## config.mk

```make
export PLATFORM = sky130hd
export DESIGN_NAME = codec_cfg_sequencer_flat
export DESIGN_NICKNAME = d
export VERILOG_FILES = /design/src/rtl/codec_cfg_sequencer_if.sv /design/src/rtl/codec_cfg_sequencer.sv /design/src/flat_wrapper.sv
export SDC_FILE = /design/constraint.sdc
export NUM_CORES = 1
export LEC_CHECK = 0
export ABC_AREA = 1
export BUFFER_PORTS_ARGS = -buffer_cell sky130_fd_sc_hd__buf_2
export CORE_AREA = 2 2 107 109
export DETAILED_ROUTE_END_ITERATION = 12
export DIE_AREA = 0 0 109 111
export GPL_TIMING_DRIVEN = 0
export PLACE_DENSITY = 0.57
export REMOVE_ABC_BUFFERS = 1
export SYNTH_ARGS = -nofsm -noshare
export SYNTH_HDL_FRONTEND = slang
export SYNTH_SLANG_ARGS = --single-unit
```

## constraint.sdc

```tcl
create_clock -name CLOCK -period 2.7 [get_ports CLOCK]
set_clock_uncertainty 0.15 [all_clocks]
set_input_delay 0.81 -clock CLOCK [delete_from_list [all_inputs] [get_ports CLOCK]]
set_output_delay 0.81 -clock CLOCK [all_outputs]
set_load 0.02 [all_outputs]
```

## src/rtl/codec_cfg_sequencer_if.sv

```systemverilog
// Go/done handshake between the codec configuration sequencer and the I2C serialiser.
interface codec_cfg_sequencer_if;
    logic        i2c_go;
    logic [23:0] i2c_data;
    logic        i2c_done;
    logic        i2c_ack_ok;

    modport master (output i2c_go, output i2c_data, input i2c_done, input i2c_ack_ok);
    modport slave  (input i2c_go, input i2c_data, output i2c_done, output i2c_ack_ok);
endinterface

```

## src/rtl/codec_cfg_sequencer.sv

```systemverilog
// WM8731 register-load sequencer: settle, walk the config table, then rewrite volume on request.
// Optional per-word retry on NACK/timeout is enabled by defining CODEC_CFG_RETRY_EN.
module codec_cfg_sequencer #(
    parameter int unsigned ROM_DEPTH   = 12,
    parameter logic [7:0]  DEV_ADDR    = 8'h34,
    parameter int unsigned SETTLE_LOG2 = 10,
    parameter int unsigned TIMEOUT     = 4096,
    parameter int unsigned MAX_RETRY   = 3
) (
    input  logic                         CLOCK,
    input  logic                         RESET,
    codec_cfg_sequencer_if.master        i2c,
    input  logic [6:0]                   vol,
    input  logic                         vol_update,
    output logic                         cfg_busy,
    output logic                         cfg_done,
    output logic                         cfg_error,
    output logic [5:0]                   err_index
);

    localparam int unsigned TMO_W    = $clog2(TIMEOUT);
    localparam logic [5:0]  LAST_IDX = 6'(ROM_DEPTH - 1);
    localparam logic [5:0]  VOL_IDX  = 6'd9;
    localparam logic [5:0]  VOL_LAST = 6'd10;

    if (ROM_DEPTH < 12 || ROM_DEPTH > 64 || SETTLE_LOG2 < 1 || TIMEOUT < 2 || MAX_RETRY > 255)
    begin : g_param_check
        $error("codec_cfg_sequencer: parameter out of range");
    end

    typedef enum logic [2:0] {
        ST_SETTLE, ST_LOAD, ST_ISSUE, ST_WAIT, ST_NEXT, ST_DONE, ST_FAIL, ST_ERROR
    } state_e;

    state_e                 state_q;
    logic [SETTLE_LOG2-1:0] settle_q;
    logic [TMO_W-1:0]       tmo_q;
    logic [5:0]             index_q;
    logic                   update_q;
    logic                   pend_q;
    logic                   go_q;
    logic [23:0]            data_q;
    logic                   busy_q;
    logic                   done_q;
    logic                   error_q;
    logic [5:0]             err_idx_q;
    logic [15:0]            rom_val_d;

`ifdef CODEC_CFG_RETRY_EN
    localparam int unsigned RETRY_W = $clog2(MAX_RETRY + 2);
    logic [RETRY_W-1:0] retry_q;
`endif

    // Volume entries sample vol at LOAD time, so the table is combinational on index and vol.
    always_comb begin
        // NOTE: default first so every path assigns rom_val_d and no latch is inferred.
        rom_val_d = 16'h0000;
        case (index_q)
            6'd0:    rom_val_d = 16'h1E00;
            6'd1:    rom_val_d = 16'h1200;
            6'd2:    rom_val_d = 16'h0C00;
            6'd3:    rom_val_d = 16'h0217;
            6'd4:    rom_val_d = 16'h0812;
            6'd5:    rom_val_d = 16'h0A00;
            6'd6:    rom_val_d = 16'h0017;
            6'd7:    rom_val_d = 16'h0E42;
            6'd8:    rom_val_d = 16'h101C;
            6'd9:    rom_val_d = {7'h02, 2'b00, vol};
            6'd10:   rom_val_d = {7'h03, 2'b00, vol};
            6'd11:   rom_val_d = 16'h1201;
            default: rom_val_d = 16'h0000;
        endcase
    end

    always_ff @(posedge CLOCK or negedge RESET) begin
        if (!RESET) begin
            state_q   <= ST_SETTLE;
            settle_q  <= '0;
            tmo_q     <= '0;
            index_q   <= '0;
            update_q  <= 1'b0;
            pend_q    <= 1'b0;
            go_q      <= 1'b0;
            data_q    <= '0;
            busy_q    <= 1'b0;
            done_q    <= 1'b0;
            error_q   <= 1'b0;
            err_idx_q <= '0;
`ifdef CODEC_CFG_RETRY_EN
            retry_q   <= '0;
`endif
        end else begin
            // NOTE: non-blocking throughout; later assignments in this block override the defaults.
            go_q <= 1'b0;
            if (vol_update && state_q != ST_ERROR) pend_q <= 1'b1;

            case (state_q)
                ST_SETTLE: begin
                    if (settle_q == '1) begin
                        index_q <= '0;
                        state_q <= ST_LOAD;
                    end else begin
                        settle_q <= settle_q + SETTLE_LOG2'(1);
                    end
                end
                ST_LOAD: begin
                    data_q  <= {DEV_ADDR, rom_val_d};
                    busy_q  <= 1'b1;
                    state_q <= ST_ISSUE;
                end
                ST_ISSUE: begin
                    go_q    <= 1'b1;
                    tmo_q   <= '0;
                    state_q <= ST_WAIT;
                end
                ST_WAIT: begin
                    if (i2c.i2c_done) begin
                        state_q <= i2c.i2c_ack_ok ? ST_NEXT : ST_FAIL;
                    end else if (tmo_q == TMO_W'(TIMEOUT - 1)) begin
                        state_q <= ST_FAIL;
                    end else begin
                        tmo_q <= tmo_q + TMO_W'(1);
                    end
                end
                ST_NEXT: begin
                    index_q <= index_q + 6'd1;
`ifdef CODEC_CFG_RETRY_EN
                    retry_q <= '0;
`endif
                    if (index_q == (update_q ? VOL_LAST : LAST_IDX)) begin
                        if (!update_q) done_q <= 1'b1;
                        update_q <= 1'b0;
                        busy_q   <= 1'b0;
                        state_q  <= ST_DONE;
                    end else begin
                        state_q <= ST_LOAD;
                    end
                end
                ST_DONE: begin
                    // A request arriving in this very cycle is taken directly.
                    if (pend_q || vol_update) begin
                        pend_q   <= 1'b0;
                        index_q  <= VOL_IDX;
                        update_q <= 1'b1;
                        busy_q   <= 1'b1;
                        state_q  <= ST_LOAD;
                    end
                end
                ST_FAIL: begin
`ifdef CODEC_CFG_RETRY_EN
                    retry_q <= retry_q + RETRY_W'(1);
                    if (retry_q < RETRY_W'(MAX_RETRY)) begin
                        state_q <= ST_LOAD;
                    end else begin
                        error_q   <= 1'b1;
                        err_idx_q <= index_q;
                        busy_q    <= 1'b0;
                        state_q   <= ST_ERROR;
                    end
`else
                    error_q   <= 1'b1;
                    err_idx_q <= index_q;
                    busy_q    <= 1'b0;
                    state_q   <= ST_ERROR;
`endif
                end
                ST_ERROR: begin
                    state_q <= ST_ERROR;
                end
            endcase
        end
    end

    assign i2c.i2c_go   = go_q;
    assign i2c.i2c_data = data_q;
    assign cfg_busy     = busy_q;
    assign cfg_done     = done_q;
    assign cfg_error    = error_q;
    assign err_index    = err_idx_q;

endmodule

```

## src/flat_wrapper.sv

```systemverilog
// flat-port wrapper written by rule: the top's interface ports become plain ports
module codec_cfg_sequencer_flat 
#(
    parameter int unsigned ROM_DEPTH   = 12,
    parameter logic [7:0]  DEV_ADDR    = 8'h34,
    parameter int unsigned SETTLE_LOG2 = 10,
    parameter int unsigned TIMEOUT     = 4096,
    parameter int unsigned MAX_RETRY   = 3
)
  (CLOCK, RESET, vol, vol_update, cfg_busy, cfg_done, cfg_error, err_index, i2c_i2c_go, i2c_i2c_data, i2c_i2c_done, i2c_i2c_ack_ok);
  codec_cfg_sequencer_if i2c_i ();
  input  logic CLOCK;
  input  logic RESET;
  input  logic [6:0] vol;
  input  logic vol_update;
  output logic cfg_busy;
  output logic cfg_done;
  output logic cfg_error;
  output logic [5:0] err_index;
  output wire logic [$bits(i2c_i.i2c_go)-1:0] i2c_i2c_go;
  output wire logic [$bits(i2c_i.i2c_data)-1:0] i2c_i2c_data;
  input wire logic [$bits(i2c_i.i2c_done)-1:0] i2c_i2c_done;
  input wire logic [$bits(i2c_i.i2c_ack_ok)-1:0] i2c_i2c_ack_ok;
  assign i2c_i2c_go = i2c_i.i2c_go;
  assign i2c_i2c_data = i2c_i.i2c_data;
  assign i2c_i.i2c_done = i2c_i2c_done;
  assign i2c_i.i2c_ack_ok = i2c_i2c_ack_ok;
  codec_cfg_sequencer #(.ROM_DEPTH(ROM_DEPTH), .DEV_ADDR(DEV_ADDR), .SETTLE_LOG2(SETTLE_LOG2), .TIMEOUT(TIMEOUT), .MAX_RETRY(MAX_RETRY)) u_core (.CLOCK(CLOCK), .RESET(RESET), .i2c(i2c_i), .vol(vol), .vol_update(vol_update), .cfg_busy(cfg_busy), .cfg_done(cfg_done), .cfg_error(cfg_error), .err_index(err_index));
endmodule
```

Word-level counts from Yosys, hierarchy flattened
Cells that the tools add are included.
{"block": "totals", "output_inout_bits": 34, "regBits": 60, "in_bits": 12, "wordCells": 84}
{"block": "op_classes", "n_eq_ne": 28, "mux": 23, "addsub": 3, "bitwise": 2, "reduce_logical": 16}
{"cell": "13-bit case mux with 12 select lines", "n": 1}
{"cell": "6-bit by 3-bit equality test with 1-bit output, second input constant", "n": 4}
{"cell": "6-bit by 4-bit equality test with 1-bit output, second input constant", "n": 4}
{"cell": "12-bit 2-to-1 mux", "n": 2}
{"cell": "12-bit case mux with 2 select lines", "n": 1}
{"cell": "3-bit case mux with 7 select lines", "n": 1}
{"cell": "6-bit case mux with 3 select lines", "n": 1}
{"cell": "3-bit AND reduction", "n": 6}
{"cell": "3-bit 2-to-1 mux", "n": 5}
{"cell": "12-bit by 1-bit adder with 12-bit output, second input constant", "n": 1}
{"cell": "12-bit equality test, second input constant", "n": 1}
{"cell": "3-bit equality test, second input constant", "n": 4}
{"cell": "6-bit by 2-bit equality test with 1-bit output, second input constant", "n": 2}
{"cell": "6-bit 2-to-1 mux", "n": 2}
{"cell": "10-bit by 1-bit adder with 10-bit output, second input constant", "n": 1}
{"cell": "10-bit equality test, second input constant", "n": 1}
{"cell": "1-bit 2-to-1 mux", "n": 7}
{"cell": "6-bit by 1-bit adder with 6-bit output, second input constant", "n": 1}
{"cell": "3-bit by 2-bit equality test with 1-bit output, second input constant", "n": 2}
{"cell": "6-bit by 1-bit equality test with 1-bit output, second input constant", "n": 1}
{"cell": "6-bit equality test", "n": 1}
{"cell": "6-bit zero test", "n": 1}
{"cell": "2-bit by 1-bit != test with 1-bit output, second input constant", "n": 3}
{"cell": "2-bit != test, second input constant", "n": 2}
{"cell": "15 further kinds", "n": 17}

Longest topological paths before layout
{"block": "depth", "ltp_word": 5, "mapped_depth": 10}

Worst setup path after synthesis
No wires, ideal clock.
{"block": "synth_timing", "kind": "register to output", "startpoint": "reg, netlist name u_core.i2c.i2c_data[18]", "endpoint": "out i2c_i2c_data[20]", "path_stages_with_launch": 2, "required_time_ns": 1.740, "arrival_time_ns": 0.637, "path_slack_ns": 1.103, "path_cell_list": "dfrtp_1 > buf_4"}
{"element": "to (decl)", "line_no": "flat_wrapper.sv:21", "text": "output wire logic [$bits(i2c_i.i2c_data)-1:0] i2c_i2c_data;"}
No word-level cell between the ends.

Final worst setup path
{"block": "layout_timing", "startpoint": "reg u_core.state_q[1]", "endpoint": "reg, netlist name u_core.i2c.i2c_data[18]"}
{"block": "layout_between", "elab_chain_cells": 1}
{"element": "from (decl)", "line_no": "codec_cfg_sequencer.sv:35", "text": "state_e state_q;"}
{"element": "from (signal assigned)", "line_no": "codec_cfg_sequencer.sv:118", "text": "state_q <= i2c.i2c_ack_ok ? ST_NEXT : ST_FAIL;"}
{"element": "3-bit by 1-bit equality test with 1-bit output", "line_no": "codec_cfg_sequencer.sv:97", "text": "case (state_q)"}
No other way between the ends.
A chain may end at the register's enable or synchronous reset.

==> metrics.md <==
| Metric | Value |
|---|---|
| Critical path type | `register to register` |
| PwrDens | `880 nW/um^2` |
| Sequential fraction of the synthesis area | `0.430` |
| R2R Path Start | `u_core.state_q[1]` |
| Final hold vios | `0` |
| R2r worst-path depth | `6` |
| CTS H-tree depth | `2` |
| Area of placed instances | `3450 sq um` |
| Post-Syn Area | `3200 sq um` |
| Post-route cell area | `3600 sq um` |
| Synth cell count leaders | `nand2_1 (116), dfrtp_1 (55), inv_1 (39)` |
| ANT nets after route | `0` |
| Cts hold-fix bufs | `0` |
| CP top delay family | `simple AND/OR/NAND/NOR gates` |
| Register bit total from synthesis | `55` |
| Worst path max stage delay | `0.57 ns` |
| Comb power frac | `0.398` |
| CORE AREA | `11100 sq um` |
| Crit path from | `u_core.state_q[1]` |
| Die W | `109 um` |
| Top-count cell post-synth | `nand2_1` |
| Worst slew pin tran | `0.696 ns` |
| Starting Density | `0.289` |
| Initial DRC count | `101` |
| Nets | `464` |
| Post-synthesis compound-gate area fraction | `0.0695` |
| Vert. Die Dim | `111 um` |
| Final TNS setup | `0 ns` |
| DR WL met2 | `3030 um` |
| Post-Synth Adder-Cell Area | `0.0234` |
| Largest net degree at the start of global routing | `56` |
| Number of cells on the critical path | `6` |
| Clock-pin slew on the worst setup and hold paths | `0.08 ns` |
| Worst EP arrival | `1.88 ns` |
| Post-synthesis area per instance | `7.76 sq um` |
| Switching Share | `0.438` |
| Setup WS post-layout | `0.855 ns` |
| Grt ovf | `0` |
| Period utilization | `0.683` |
| CP endpoint kind | `register` |
| Psw | `1.39 mW` |
| Int Power | `1.78 mW` |
| Die area | `12100 sq um` |
| Yosys warning total | `0` |
| Highest metal used | `met4` |
| Vias per cell | `4.29` |
| Post-place setup slack | `0.575 ns` |
| CTS sink cnt | `55` |
| Multiplexer area fraction after synthesis | `0` |
| Max-cap violations | `0` |
| Synth area leaders | `dfrtp_1 (43%), nand2_1 (14%), nand3_1 (5.3%)` |
| Routability Congestion | `0.773` |
| Synth Area in Simple Gates | `0.352` |
| Clock share of power | `0.215` |
| RSZ-0062 raised after global routing | `no` |
| DR WL met3 | `215 um` |
| CTS max path bufs | `2` |
| Final setup viols | `0` |
| Total routing usage reported by global routing | `0.112` |
| Port Buffer Count | `35` |
| Synthesized-area fraction occupied by xor and xnor cells | `0.0273` |
| Worst hold path type | `register to register` |
| Sequential power share | `0.388` |
| Mapped Cells | `413` |
| WL/cell | `10.7 um` |
| HPWL after DPL | `4630 um` |
| PostCTS Resize Cnt | `0` |
| First-pass GRT wire length | `11100 um` |
| CP startpoint kind | `register` |
| Proportion of layout cells with a drive suffix above 1 | `0.210` |
| Outcome | `finished, final reports clean` |
| DR DRC count | `0` |
| Initial antenna violation count | `0` |
| Wire length on met1 | `3000 um` |
| Setup Buffers After CTS | `0` |
| I/O pin count | `46` |
| Crit-path cells | `inv_1 -> nand2_2 -> inv_1 -> nand2_2 -> inv_2 -> or2_2` |
| Worst path slowest cell | `dfrtp_1` |
| Main flop type after synthesis | `dfrtp_1` |
| Area Growth Syn to Fin | `12.5%` |
| Site Rows | `39` |
| Async SR Flop Fraction | `1.00` |
| Minimum clock period | `1.85 ns` |
| Yosys top cell by area | `dfrtp_1` |
| First-pass detailed-route iteration total | `4` |
| EDFF count, synth | `0` |
| Synth cell types | `32` |
| Req. time, crit path | `2.74 ns` |
| Largest family of logic cells by synthesized area | `simple AND/OR/NAND/NOR gates` |
| Vias in the first global route | `2403` |
| Routed via count | `2533` |
| R2R Setup Slk | `0.85 ns` |
| Clk_lat worst skew | `0.30 ns` |
| Highest clock rate | `542 MHz` |
| Highest fanout seen on the critical path | `14` |
| Max transition margin | `0.536` |
| Peak VDD IR | `377 uV` |
| Reg2Reg Capture Point | `u_core.i2c.i2c_data[18]` |
| CP bufs+invs | `3` |
| Leak Pwr | `1.81 nW` |
| Routed WL | `6310 um` |
| CTS tree | `built` |
| End of the critical path | `u_core.i2c.i2c_data[18]` |
| # diodes | `0` |
| Root Buffer | `clkbuf_16` |
| Yosys top cell area share | `0.430` |
| Max Slew Vio Count | `0` |
| CTS buffer count | `5` |
[metrics by stage]
step | cells | power [mW] | hold WS [ns] | util
2_1_floorplan | 404 | 2.15 | 0.292 | -
3_3_place_gp | 582 | 2.51 | 0.300 | 0.311
6_report | 590 | 3.17 | 0.317 | 0.325
3_5_place_dp | 582 | 2.54 | 0.305 | 0.311
5_1_grt | 590 | 3.45 | 0.346 | 0.325
4_1_cts | 590 | 3.23 | 0.324 | 0.325
[layout make-up]
class,instances,area [sq um]
clock inverter,3,27.5
sequential,55,1380
inverter,45,170
fill,1170,7470
multi-input combinational,304,1550
timing repair buffer,35,178
clock buffer,5,125
tap,143,179
[logic make-up (layout without fill, tap and decap cells)]
group,after synthesis,after routing
XOR/XNOR,10,10
AO/OA/AOI/OAI,40,40
buffers and inverters,63,88
adder cells (fa/ha/maj),6,6
AND/OR/NAND/NOR,238,238
flip-flops,55,55
other,1,10
[power groups by stage]
stage          Clock [mW]  Sequential, mW  Combinational [mW]
2_1_floorplan           0            1.39               0.760
3_3_place_gp            0            1.24                1.27
3_5_place_dp            0            1.25                1.29
4_1_cts             0.702            1.23                1.30
5_1_grt             0.741            1.27                1.44
6_report            0.681            1.23                1.26
[placed cells by master, fill, tap and decap left out, drive strengths merged, types with 3 or more instances in the layout]
cell type and n:
inv 45, nand3 37, nand4 5, clkbuf 5, dfrtp 55, xor2 6, nand2 146, o21ai 24
ha 6, o211ai 3, nor3 3, nor2 44, a21oi 6, conb 10, xnor2 4, o21bai 5
buf 35
[metal layers]
| metal | vias up | global-route usage |
|---|---|---|
| met5 | - | 0 |
| met4 | 0 | 0.0291 |
| met3 | 7 | 0.0200 |
| met2 | 31 | 0.183 |
| met1 | 1153 | 0.152 |
| li1 | 1342 | - |
[worst register-to-register path, delay by kind of cell, from the launching register on]
| kind | cells | cell delay [ns] |
|---|---|---|
| and+or+nand+nor | 3 | 0.64 |
| DFF | 1 | 0.57 |
| buffers and inverters | 3 | 0.39 |
[worst min-delay path by stage]
stage                       start            endpoint  slack (ns)  cells past startpoint
5_1_grt          u_core.cfg_error    u_core.cfg_error        0.35                      2
3_5_place_dp     u_core.cfg_error    u_core.cfg_error        0.30                      2
3_3_place_gp     u_core.cfg_error    u_core.cfg_error        0.30                      2
2_1_floorplan  u_core.settle_q[6]  u_core.settle_q[6]        0.29                      1
6_report         u_core.cfg_error    u_core.cfg_error        0.32                      2
4_1_cts          u_core.cfg_error    u_core.cfg_error        0.32                      2
[state kept, by name, summed over array words and instances, names as in the netlist]
register	count
u_core.state_q	3
u_core.index_q	6
u_core.i2c.i2c_data	12
u_core.i2c.i2c_go	1
u_core.err_index	6
u_core.tmo_q	12
u_core.update_q	1
u_core.cfg_busy	1
u_core.pend_q	1
u_core.cfg_error	1
u_core.cfg_done	1
u_core.settle_q	10
Note: power is estimated with default switching activity, not from simulation.
